[config.mk]
export PLATFORM = sky130hd
export DESIGN_NAME = bbox_scan
export DESIGN_NICKNAME = d
export VERILOG_FILES = /design/src/rtl/bbox_scan.sv
export SDC_FILE = /design/constraint.sdc
export NUM_CORES = 1
export LEC_CHECK = 0
export CORE_AREA = 8 8 94 117
export CTS_CLUSTER_SIZE = 8
export DETAILED_ROUTE_END_ITERATION = 10
export DIE_AREA = 0 0 102 125
export DONT_BUFFER_PORTS = 1
export PLACE_DENSITY_LB_ADDON = 0.05
export RECOVER_POWER = 100
export SLEW_MARGIN = 15
export SYNTH_ARGS = -nofsm -noshare
export SYNTH_HDL_FRONTEND = slang
export SYNTH_SLANG_ARGS = --single-unit
[constraint.sdc]
create_clock -name clk -period 4.7 [get_ports clk]
set_input_delay 1.175 -clock clk [delete_from_list [all_inputs] [get_ports clk]]
set_output_delay 1.175 -clock clk [all_outputs]
set_load 0.01 [all_outputs]
[src/rtl/bbox_scan.sv]
// Column-serial bounding-box scanner: accumulates a row mask and the first/last
// non-empty column, then resolves the four empty margins and the 2x-scale flags.
module bbox_scan #(
  parameter int ROWS      = 64,
  parameter int COLS      = 24,
  parameter int HSCALE_TH = 12,
  parameter int VSCALE_TH = 32,
  localparam int CW = $clog2(COLS + 1),
  localparam int RW = $clog2(ROWS + 1)
) (
  input  logic            clk,
  input  logic            rst,
  input  logic            start,
  input  logic [ROWS-1:0] col_data,
  input  logic            col_valid,
  output logic            col_ready,
  output logic            busy,
  output logic            done,
  output logic [CW-1:0]   lshift,
  output logic [CW-1:0]   rshift,
  output logic [RW-1:0]   tshift,
  output logic [RW-1:0]   bshift,
  output logic            hscale,
  output logic            vscale,
  output logic            blank
);

  localparam logic [1:0] IDLE    = 2'd0;
  localparam logic [1:0] SCAN    = 2'd1;
  localparam logic [1:0] RESOLVE = 2'd2;
  localparam logic [1:0] DONE    = 2'd3;

  logic [1:0]      state;
  logic [CW-1:0]   idx;
  logic [CW-1:0]   first_col;
  logic [CW-1:0]   last_col;
  logic            first_vld;
  logic [ROWS-1:0] mask;

  logic [CW-1:0]   l_nxt;
  logic [CW-1:0]   r_nxt;
  logic [RW-1:0]   t_nxt;
  logic [RW-1:0]   b_nxt;
  logic            hs_nxt;
  logic            vs_nxt;
  logic            blank_nxt;

  function automatic logic [RW-1:0] lowest_set(input logic [ROWS-1:0] m);
    logic [RW-1:0] r;
    r = '0;
    for (int i = ROWS - 1; i >= 0; i--)
      if (m[i]) r = RW'(i);
    return r;
  endfunction

  function automatic logic [RW-1:0] highest_set(input logic [ROWS-1:0] m);
    logic [RW-1:0] r;
    r = '0;
    for (int i = 0; i < ROWS; i++)
      if (m[i]) r = RW'(i);
    return r;
  endfunction

  assign col_ready = (state == SCAN);
  assign busy      = (state == SCAN) || (state == RESOLVE);
  assign done      = (state == DONE);

  // Resolve values; an empty mask means no column ever carried a pixel.
  always_comb begin
    blank_nxt = (mask == '0);
    l_nxt     = CW'(COLS);
    r_nxt     = '0;
    t_nxt     = RW'(ROWS);
    b_nxt     = '0;
    hs_nxt    = 1'b0;
    vs_nxt    = 1'b0;
    if (!blank_nxt) begin
      l_nxt  = first_col;
      r_nxt  = CW'(COLS - 1) - last_col;
      t_nxt  = lowest_set(mask);
      b_nxt  = RW'(ROWS - 1) - highest_set(mask);
      hs_nxt = ({1'b0, l_nxt} + {1'b0, r_nxt}) >= (CW + 1)'(HSCALE_TH);
      vs_nxt = ({1'b0, t_nxt} + {1'b0, b_nxt}) >= (RW + 1)'(VSCALE_TH);
    end
  end

  always_ff @(posedge clk) begin
    if (rst || start) begin
      state     <= rst ? IDLE : SCAN;
      idx       <= '0;
      mask      <= '0;
      first_col <= '0;
      first_vld <= 1'b0;
      last_col  <= '0;
      lshift    <= '0;
      rshift    <= '0;
      tshift    <= '0;
      bshift    <= '0;
      hscale    <= 1'b0;
      vscale    <= 1'b0;
      blank     <= 1'b0;
    end else begin
      case (state)
        SCAN: begin
          if (col_valid) begin
            mask <= mask | col_data;
            if (col_data != '0) begin
              if (!first_vld) begin
                first_col <= idx;
                first_vld <= 1'b1;
              end
              last_col <= idx;
            end
            // The index saturates at the last column instead of wrapping.
            if (idx == CW'(COLS - 1)) state <= RESOLVE;
            else                      idx   <= idx + CW'(1);
          end
        end
        RESOLVE: begin
          lshift <= l_nxt;
          rshift <= r_nxt;
          tshift <= t_nxt;
          bshift <= b_nxt;
          hscale <= hs_nxt;
          vscale <= vs_nxt;
          blank  <= blank_nxt;
          state  <= DONE;
        end
        DONE:    state <= IDLE;
        default: state <= IDLE;
      endcase
    end
  end

endmodule

==> run_results.csv, run 1 <==
group,metric,value,unit
outcome,run_status,"finished with violations",
outcome,violations,"capacitance limit, slew limit",
clock_network,clk_pin_slew,0.07,ns
sta,drv_slew,87,
routing,via_per_inst,6.130,
layout,multi_input_area,2965,sq um
layout,diodes,0,
synth,synth.area.top_cells,"dfxtp_1 39%, a21oi_1 11%, nor2_1 9.9%",
synth,synth_edf_count,2,
clock_network,cts_tree,"yes",
floorplanning,initial_core_util,0.5765,
synth,ys_seq_elements,107,
synth,synth_cell_type_count,59,
worst_setup_path,required,4.94,ns
synth,yosysTopAreaCellShare,0.3917,
synth,synth-seq-area-share,0.4029,
clock_network,cts-root-buf,"clkbuf_16",
sta,max-slew-margin-rel,-0.5475,
worst_setup_path,cp-start-kind,"input pin",
layout,layoutNonFillerInstCount,795,
power,p_per_area,360.3,nW/um^2
layout,post-route-util,0.6128,
clock_network,clock_latency,0.34,ns
routing,first_iter_violations,252,
power,p_int,1.492,mW
sta,worst_pin_slew,2.321,ns
synth,syn-num-nets,766,
power,pwr-share-comb,0.167,
sta,skew,0.007879,ns
sta,fin_crit,3.498,ns
synth,synth_top_cell_by_area,"dfxtp_1",
layout,layout_commonest_cell,"nor2_1",
worst_setup_path,slowest_delay,1.64,ns
worst_setup_path,crit_fanout,54,
sta,rsz0062_at_grt,"false",
floorplanning,fp.dieH,125,microns
placed_design,post-place-cells,780,
sta,hold_violations,0,
layout,area_growth,6.295,%
synth,ys_warn_count,0,
synth,synth_area,5366,sq um
layout,nFillCells,888,
global_routing,grt_pass1_vias,4851,
sta,max_freq,285.9,MHz
worst_setup_path,crit_buf_inv,1,
floorplanning,fp.dieW,102,microns
placed_design,placed_area,5416,sq um
worst_setup_path,cp.arrival,3.74,ns
worst_setup_path,crit_chain,"or2_2 > clkbuf_1 > nor2_1 > a22o_1",
clock_network,cts_repair_resize_count,0,
synth,async_flop_share,0,
layout,seq_area,2162,sq um
routing,drc,0,
global_routing,grt_antenna_before_repair,0,
synth,syn_area_per_cell,7.892,sq um
power,pwr-share-clk,0.369,
global_routing,globalRoute.totalOverflow,0,
placed_design,place_ws,1.239,ns
power,peakVddDrop,0.2107,mV
clock_network,cts.path.max_buffers,2,
power,p_switching,0.5634,mW
clock_network,postCtsSetupBuffers,0,
layout,finish.net_count,751,
worst_setup_path,cpLargestDelayFamily,"buffers and inverters",
worst_setup_path,crit_slowest_cell,"clkbuf_1",
sta,period_share,0.7442,
clock_network,cts_hold_buf,0,
placed_design,hpwl,11660,microns
power,finalPower,2.055,mW
worst_setup_path,end_kind,"flop",
synth,ys.flop_type,"dfxtp_1",
routing,wire_per_inst,19.00,microns
clock_network,numCtsBuffers,9,
global_routing,grt_max_degree,55,
sta,setup_viol,0,
placed_design,gp_congestion,0.9297,
global_routing,track_usage,0.2404,
sta,setup_tns,0,ns
synth,synthCells,680,
layout,final_cell_mix,"141 x nor2_1, 123 x a21oi_1, 105 x dfxtp_1",
routing,num_vias,4873,
floorplanning,row_count,40,
worst_setup_path,critical_path_class,"in2reg",
sta,finalHoldWorstSlack,0.4754,ns
routing,wl,15110,microns
worst_hold_path,min-delay-path-class,"reg2reg",
routing,dr.pass1.iters,5,
global_routing,grt_pass1_wl,24430,microns
clock_network,cts-htree-levels,3,
floorplanning,coreArea,9309,sq um
power,p_seq_frac,0.465,
power,swShare,0.2742,
layout,design_area,5704,sq um
floorplanning,die_area,12750,sq um
placed_design,portBuffers,0,
floorplanning,io_pins,98,
layout,drive_gt1_frac,0.04634,
flow_run,maxCapViolCount,2,
routing,postRouteAntennaNets,0,
clock_network,clock-sinks,107,
sta,layout_setup_ws,1.202,ns
power,p_leak,2.077,nW
## Yosys cell counts, types with 2 or more instances
master / instances
clkbuf_1: 24
o31a_1: 2
nor3_1: 18
edfxtp_1: 2
o311ai_0: 4
nand4b_1: 2
o211ai_1: 4
and2_1: 3
mux2i_1: 9
nor4_1: 29
a21oi_1: 123
o21ai_0: 30
nand3_1: 11
or4_1: 6
xor2_1: 2
a22o_1: 5
or3_1: 3
nand2_1: 14
buf_4: 2
o21a_1: 5
fa_1: 2
a31oi_1: 6
buf_6: 2
inv_1: 26
a21boi_0: 2
nand4_1: 6
dfxtp_1: 105
a21o_1: 4
nand2b_1: 5
nor2b_1: 19
o31ai_1: 10
nor2_1: 141
nor4_2: 6
a211oi_1: 5
ha_1: 16
and3_1: 2
o21bai_1: 3
## flip-flops by register name, indices dropped and copies added, names as in the netlist, 2 cells and up
register and cells:
bshift 6, first_col 5, idx 5, last_col 5
lshift 5, mask 64, rshift 5, state 2
tshift 7
## power groups by stage
stage / combinational (mW) / clock [mW] / sequential, mW
2_1_floorplan: 0.270 / 0 / 0.966
3_3_place_gp: 0.330 / 0 / 0.974
3_5_place_dp: 0.338 / 0 / 0.976
4_1_cts: 0.341 / 0.774 / 0.955
5_1_grt: 0.382 / 0.810 / 0.958
6_report: 0.342 / 0.758 / 0.955
## kinds of logic (layout without fill, tap and decap cells)
logic type,Yosys count,count (layout),synth area share
fa+ha+maj,18,18,0.04477
compound gates,213,213,0.2320
other cells,1,1,0.0006988
buf+inv,56,45,0.04336
flops,107,107,0.4029
xor+xnor,3,3,0.004897
mux,10,10,0.01889
simple gates,272,272,0.2525
## worst paths after layout
kind | from | end | slack [ns] | cells past startpoint
hold reg to reg | first_vld$_SDFFE_PN0P_ | first_vld$_SDFFE_PN0P_ | 0.48 | 2
setup reg to reg | mask[1]$_SDFFE_PN0P_ | vscale$_SDFFE_PN0N_ | 1.38 | 13
hold / removal | first_vld$_SDFFE_PN0P_ | first_vld$_SDFFE_PN0P_ | 0.48 | 2
setup / recovery | start | hscale$_SDFFE_PN0N_ | 1.20 | 4
## final cells by class
| cell class | instances | share of cell area |
|---|---|---|
| Multi-Input combinational cell | 517 | 0.5199 |
| Sequential cell | 107 | 0.3790 |
| Clock buffer | 10 | 0.04190 |
| Tap cell | 126 | 0.02764 |
| Inverter | 27 | 0.01777 |
| Clock inverter | 5 | 0.01053 |
| Timing Repair Buffer | 3 | 0.003290 |
## layer usage
metal	global-route usage	part of all wire
met1	0.2530	0.38
met4	0.1196	0.036
met2	0.4293	0.53
met3	0.05497	0.058
met5	0	0
## worst reg2reg max path, delay by kind of cell, from the launching register on
family,cells,cell delay [ns]
adder cells (fa/ha/maj),2,0.69
flip-flops,1,0.46
buffers and inverters,1,0.09
AO/OA/AOI/OAI,6,1.34
AND/OR/NAND/NOR,4,0.54
No activity file was read; power rests on OpenSTA's default activity.
==> inputs of run 2 (changes only) <==
--- a/config.mk
+++ b/config.mk
@@ -5,10 +5,10 @@
 export SDC_FILE = /design/constraint.sdc
 export NUM_CORES = 1
 export LEC_CHECK = 0
-export CORE_AREA = 8 8 94 117
+export CORE_AREA = 8 8 96 120
 export CTS_CLUSTER_SIZE = 8
 export DETAILED_ROUTE_END_ITERATION = 10
-export DIE_AREA = 0 0 102 125
+export DIE_AREA = 0 0 104 128
 export DONT_BUFFER_PORTS = 1
 export PLACE_DENSITY_LB_ADDON = 0.05
 export RECOVER_POWER = 100
==> constraint.sdc (replaced) <==
create_clock -name clk -period 2.9 [get_ports clk]
set_input_delay 0.725 -clock clk [delete_from_list [all_inputs] [get_ports clk]]
set_output_delay 0.725 -clock clk [all_outputs]
set_load 0.01 [all_outputs]
==> run 2 against run 1 <==
Against the previous run: the run now ends clean; final cell count up 6.0%; utilization up 1.6 points; sequential power up 61%; register-to-register slack worse by 1.4 ns; critical endpoint is now vscale$_SDFFE_PN0N_; largest cell class unchanged; largest power group unchanged.
==> run_results.csv, run 2 (synthesized netlist as in run 1, its figures left out) <==
group,metric,value,unit
floorplanning,die_area,13310,sq um
sta,setup_tns,0,ns
outcome,run_status,"completed",
global_routing,grt_antenna_before_repair,0,
routing,dr.pass1.iters,5,
power,p_leak,2.324,nW
worst_hold_path,whs_path_depth,2,
floorplanning,fp.dieH,128,microns
layout,layout_commonest_cell,"nor2_1",
clock_network,clock-sinks,107,
sta,hold_violations,0,
sta,max-slew-margin-rel,0.3425,
routing,wl,15430,microns
sta,skew,0.005090,ns
floorplanning,row_count,41,
worst_setup_path,required,3.10,ns
floorplanning,initial_core_util,0.5506,
routing,via_per_inst,6.044,
flow_run,maxCapViolCount,0,
worst_setup_path,reg2regPathDepth,13,
floorplanning,io_pins,98,
worst_hold_path,min-delay-path-class,"reg2reg",
layout,top_register,"mask",
worst_setup_path,crit_fanout,5,
worst_setup_path,reg2reg_slack,0.02,ns
sta,period_share,0.9934,
clock_network,cts.path.max_buffers,2,
worst_hold_path,holdPathEnd,"first_vld$_SDFFE_PN0P_",
clock_network,cts-root-buf,"clkbuf_16",
clock_network,clock_latency,0.35,ns
floorplanning,coreArea,9747,sq um
floorplanning,fp.dieW,104,microns
layout,post-route-util,0.6284,
sta,rsz0062_at_grt,"true",
clock_network,cts_hold_buf,0,
routing,num_vias,5095,
clock_network,clk_pin_slew,0.07,ns
global_routing,track_usage,0.2276,
power,peakVddDrop,0.3630,mV
worst_setup_path,end_kind,"flop",
placed_design,gp_congestion,0.9049,
clock_network,cts_tree,"yes",
layout,reg.largest.list,"mask x64, tshift x7, bshift x6",
sta,finalHoldWorstSlack,0.4781,ns
layout,design_area,6125,sq um
worst_setup_path,critical_path_class,"reg2reg",
routing,drc,0,
worst_setup_path,cp-start-kind,"flop",
layout,finish.net_count,796,
placed_design,place_ws,-0.1324,ns
worst_setup_path,cp.arrival,3.08,ns
layout,largest_reg_flops,64,
global_routing,globalRoute.totalOverflow,0,
routing,postRouteAntennaNets,0,
layout,final_cell_mix,"141 x nor2_1, 120 x a21oi_1, 102 x dfxtp_1",
clock_network,cts-htree-levels,3,
clock_network,numCtsBuffers,9,
placed_design,hpwl,11680,microns
global_routing,grt_pass1_wl,24500,microns
worst_hold_path,min_from,"first_vld$_SDFFE_PN0P_",
global_routing,grt_pass1_vias,4914,
sta,drv_slew,0,
placed_design,placed_area,5720,sq um
sta,fin_crit,2.881,ns
layout,nFillCells,897,
sta,worst_pin_slew,0.9862,ns
layout,diodes,0,
placed_design,portBuffers,0,
global_routing,grt_max_degree,97,
routing,wire_per_inst,18.30,microns
worst_setup_path,regToRegStartpoint,"mask[9]$_SDFFE_PN0P_",
sta,max_freq,347.1,MHz
layout,area_growth,14.13,%
layout,drive_gt1_frac,0.1331,
worst_setup_path,worstReg2RegEnd,"vscale$_SDFFE_PN0N_",
power,p_per_area,550.8,nW/um^2
sta,setup_viol,0,
routing,first_iter_violations,311,
sta,layout_setup_ws,0.01917,ns
==> run 2: changes by cell type in the layout (fill, tap and decap cells not counted), sizes merged <==
cell    previous run  this run
buf                2        48
bufinv             1         0
clkbuf            11        12
inv               29        28
==> run 2: what timing repair did <==
| item | 4_1_cts | 5_1_grt |
|---|---|---|
| gates resized for setup | 6 | 22 |
| pin swaps | 2 | 9 |
| buffers inserted | 4 | 1 |
| endpoints found under the hold margin | 0 | 0 |
| endpoints found under the setup margin | 1 | 2 |
==> run 2: worst max-delay path, cell delays in order, from the launching register on <==
cell,delay (ns)
dfxtp_2,0.36
nand2b_1,0.12
a21oi_1,0.07
o21ba_2,0.22
o311ai_4,0.23
nand4_1,0.13
a311o_1,0.42
ha_2,0.22
fa_1,0.40
nand4b_1,0.20
nor3_2,0.12
o21ai_1,0.08
a21oi_1,0.13
nor2_1,0.05
==> run 2: stage by stage <==
| step | power [mW] | std cells |
|---|---|---|
| finish | 3.373 | 843 |
| global route | 3.530 | 843 |
| CTS | 3.361 | 842 |
| detailed placement | 2.185 | 823 |
| global placement | 2.171 | 823 |
| floorplan | 2.003 | 680 |
==> run 2: power breakdown <==
part	internal, mW	switching, mW
combinational	0.308	0.373
clock	0.627	0.522
sequential	1.50	0.0407
==> run 2: final cells by class <==
cell class | count | area [sq um] | share of cell area
Clock buffer | 12 | 256.5 | 0.04188
Clock inverter | 3 | 22.52 | 0.003677
Inverter | 27 | 101.3 | 0.01655
Multi-Input combinational cell | 517 | 3054 | 0.4987
Sequential cell | 107 | 2168 | 0.3540
Tap cell | 129 | 161.4 | 0.02635
Timing Repair Buffer | 48 | 360.3 | 0.05884
==> run 2: metal layers <==
metal	global-route usage	wire (microns)
met5	0	0
met4	0.09564	517
met2	0.4134	7849
met1	0.2406	6011
met3	0.06590	1048
==> run 2: how the worst max path moves through the flow <==
stage                               from                   to  slack (ns)
finish              mask[9]$_SDFFE_PN0P_  vscale$_SDFFE_PN0N_        0.02
global route        mask[1]$_SDFFE_PN0P_  vscale$_SDFFE_PN0N_       -0.12
CTS                 mask[8]$_SDFFE_PN0P_  vscale$_SDFFE_PN0N_       0.002
detailed placement  mask[9]$_SDFFE_PN0P_  vscale$_SDFFE_PN0N_       -0.13
global placement    mask[9]$_SDFFE_PN0P_  vscale$_SDFFE_PN0N_       -0.05
floorplan           mask[9]$_SDFFE_PN0P_  vscale$_SDFFE_PN0N_        0.21
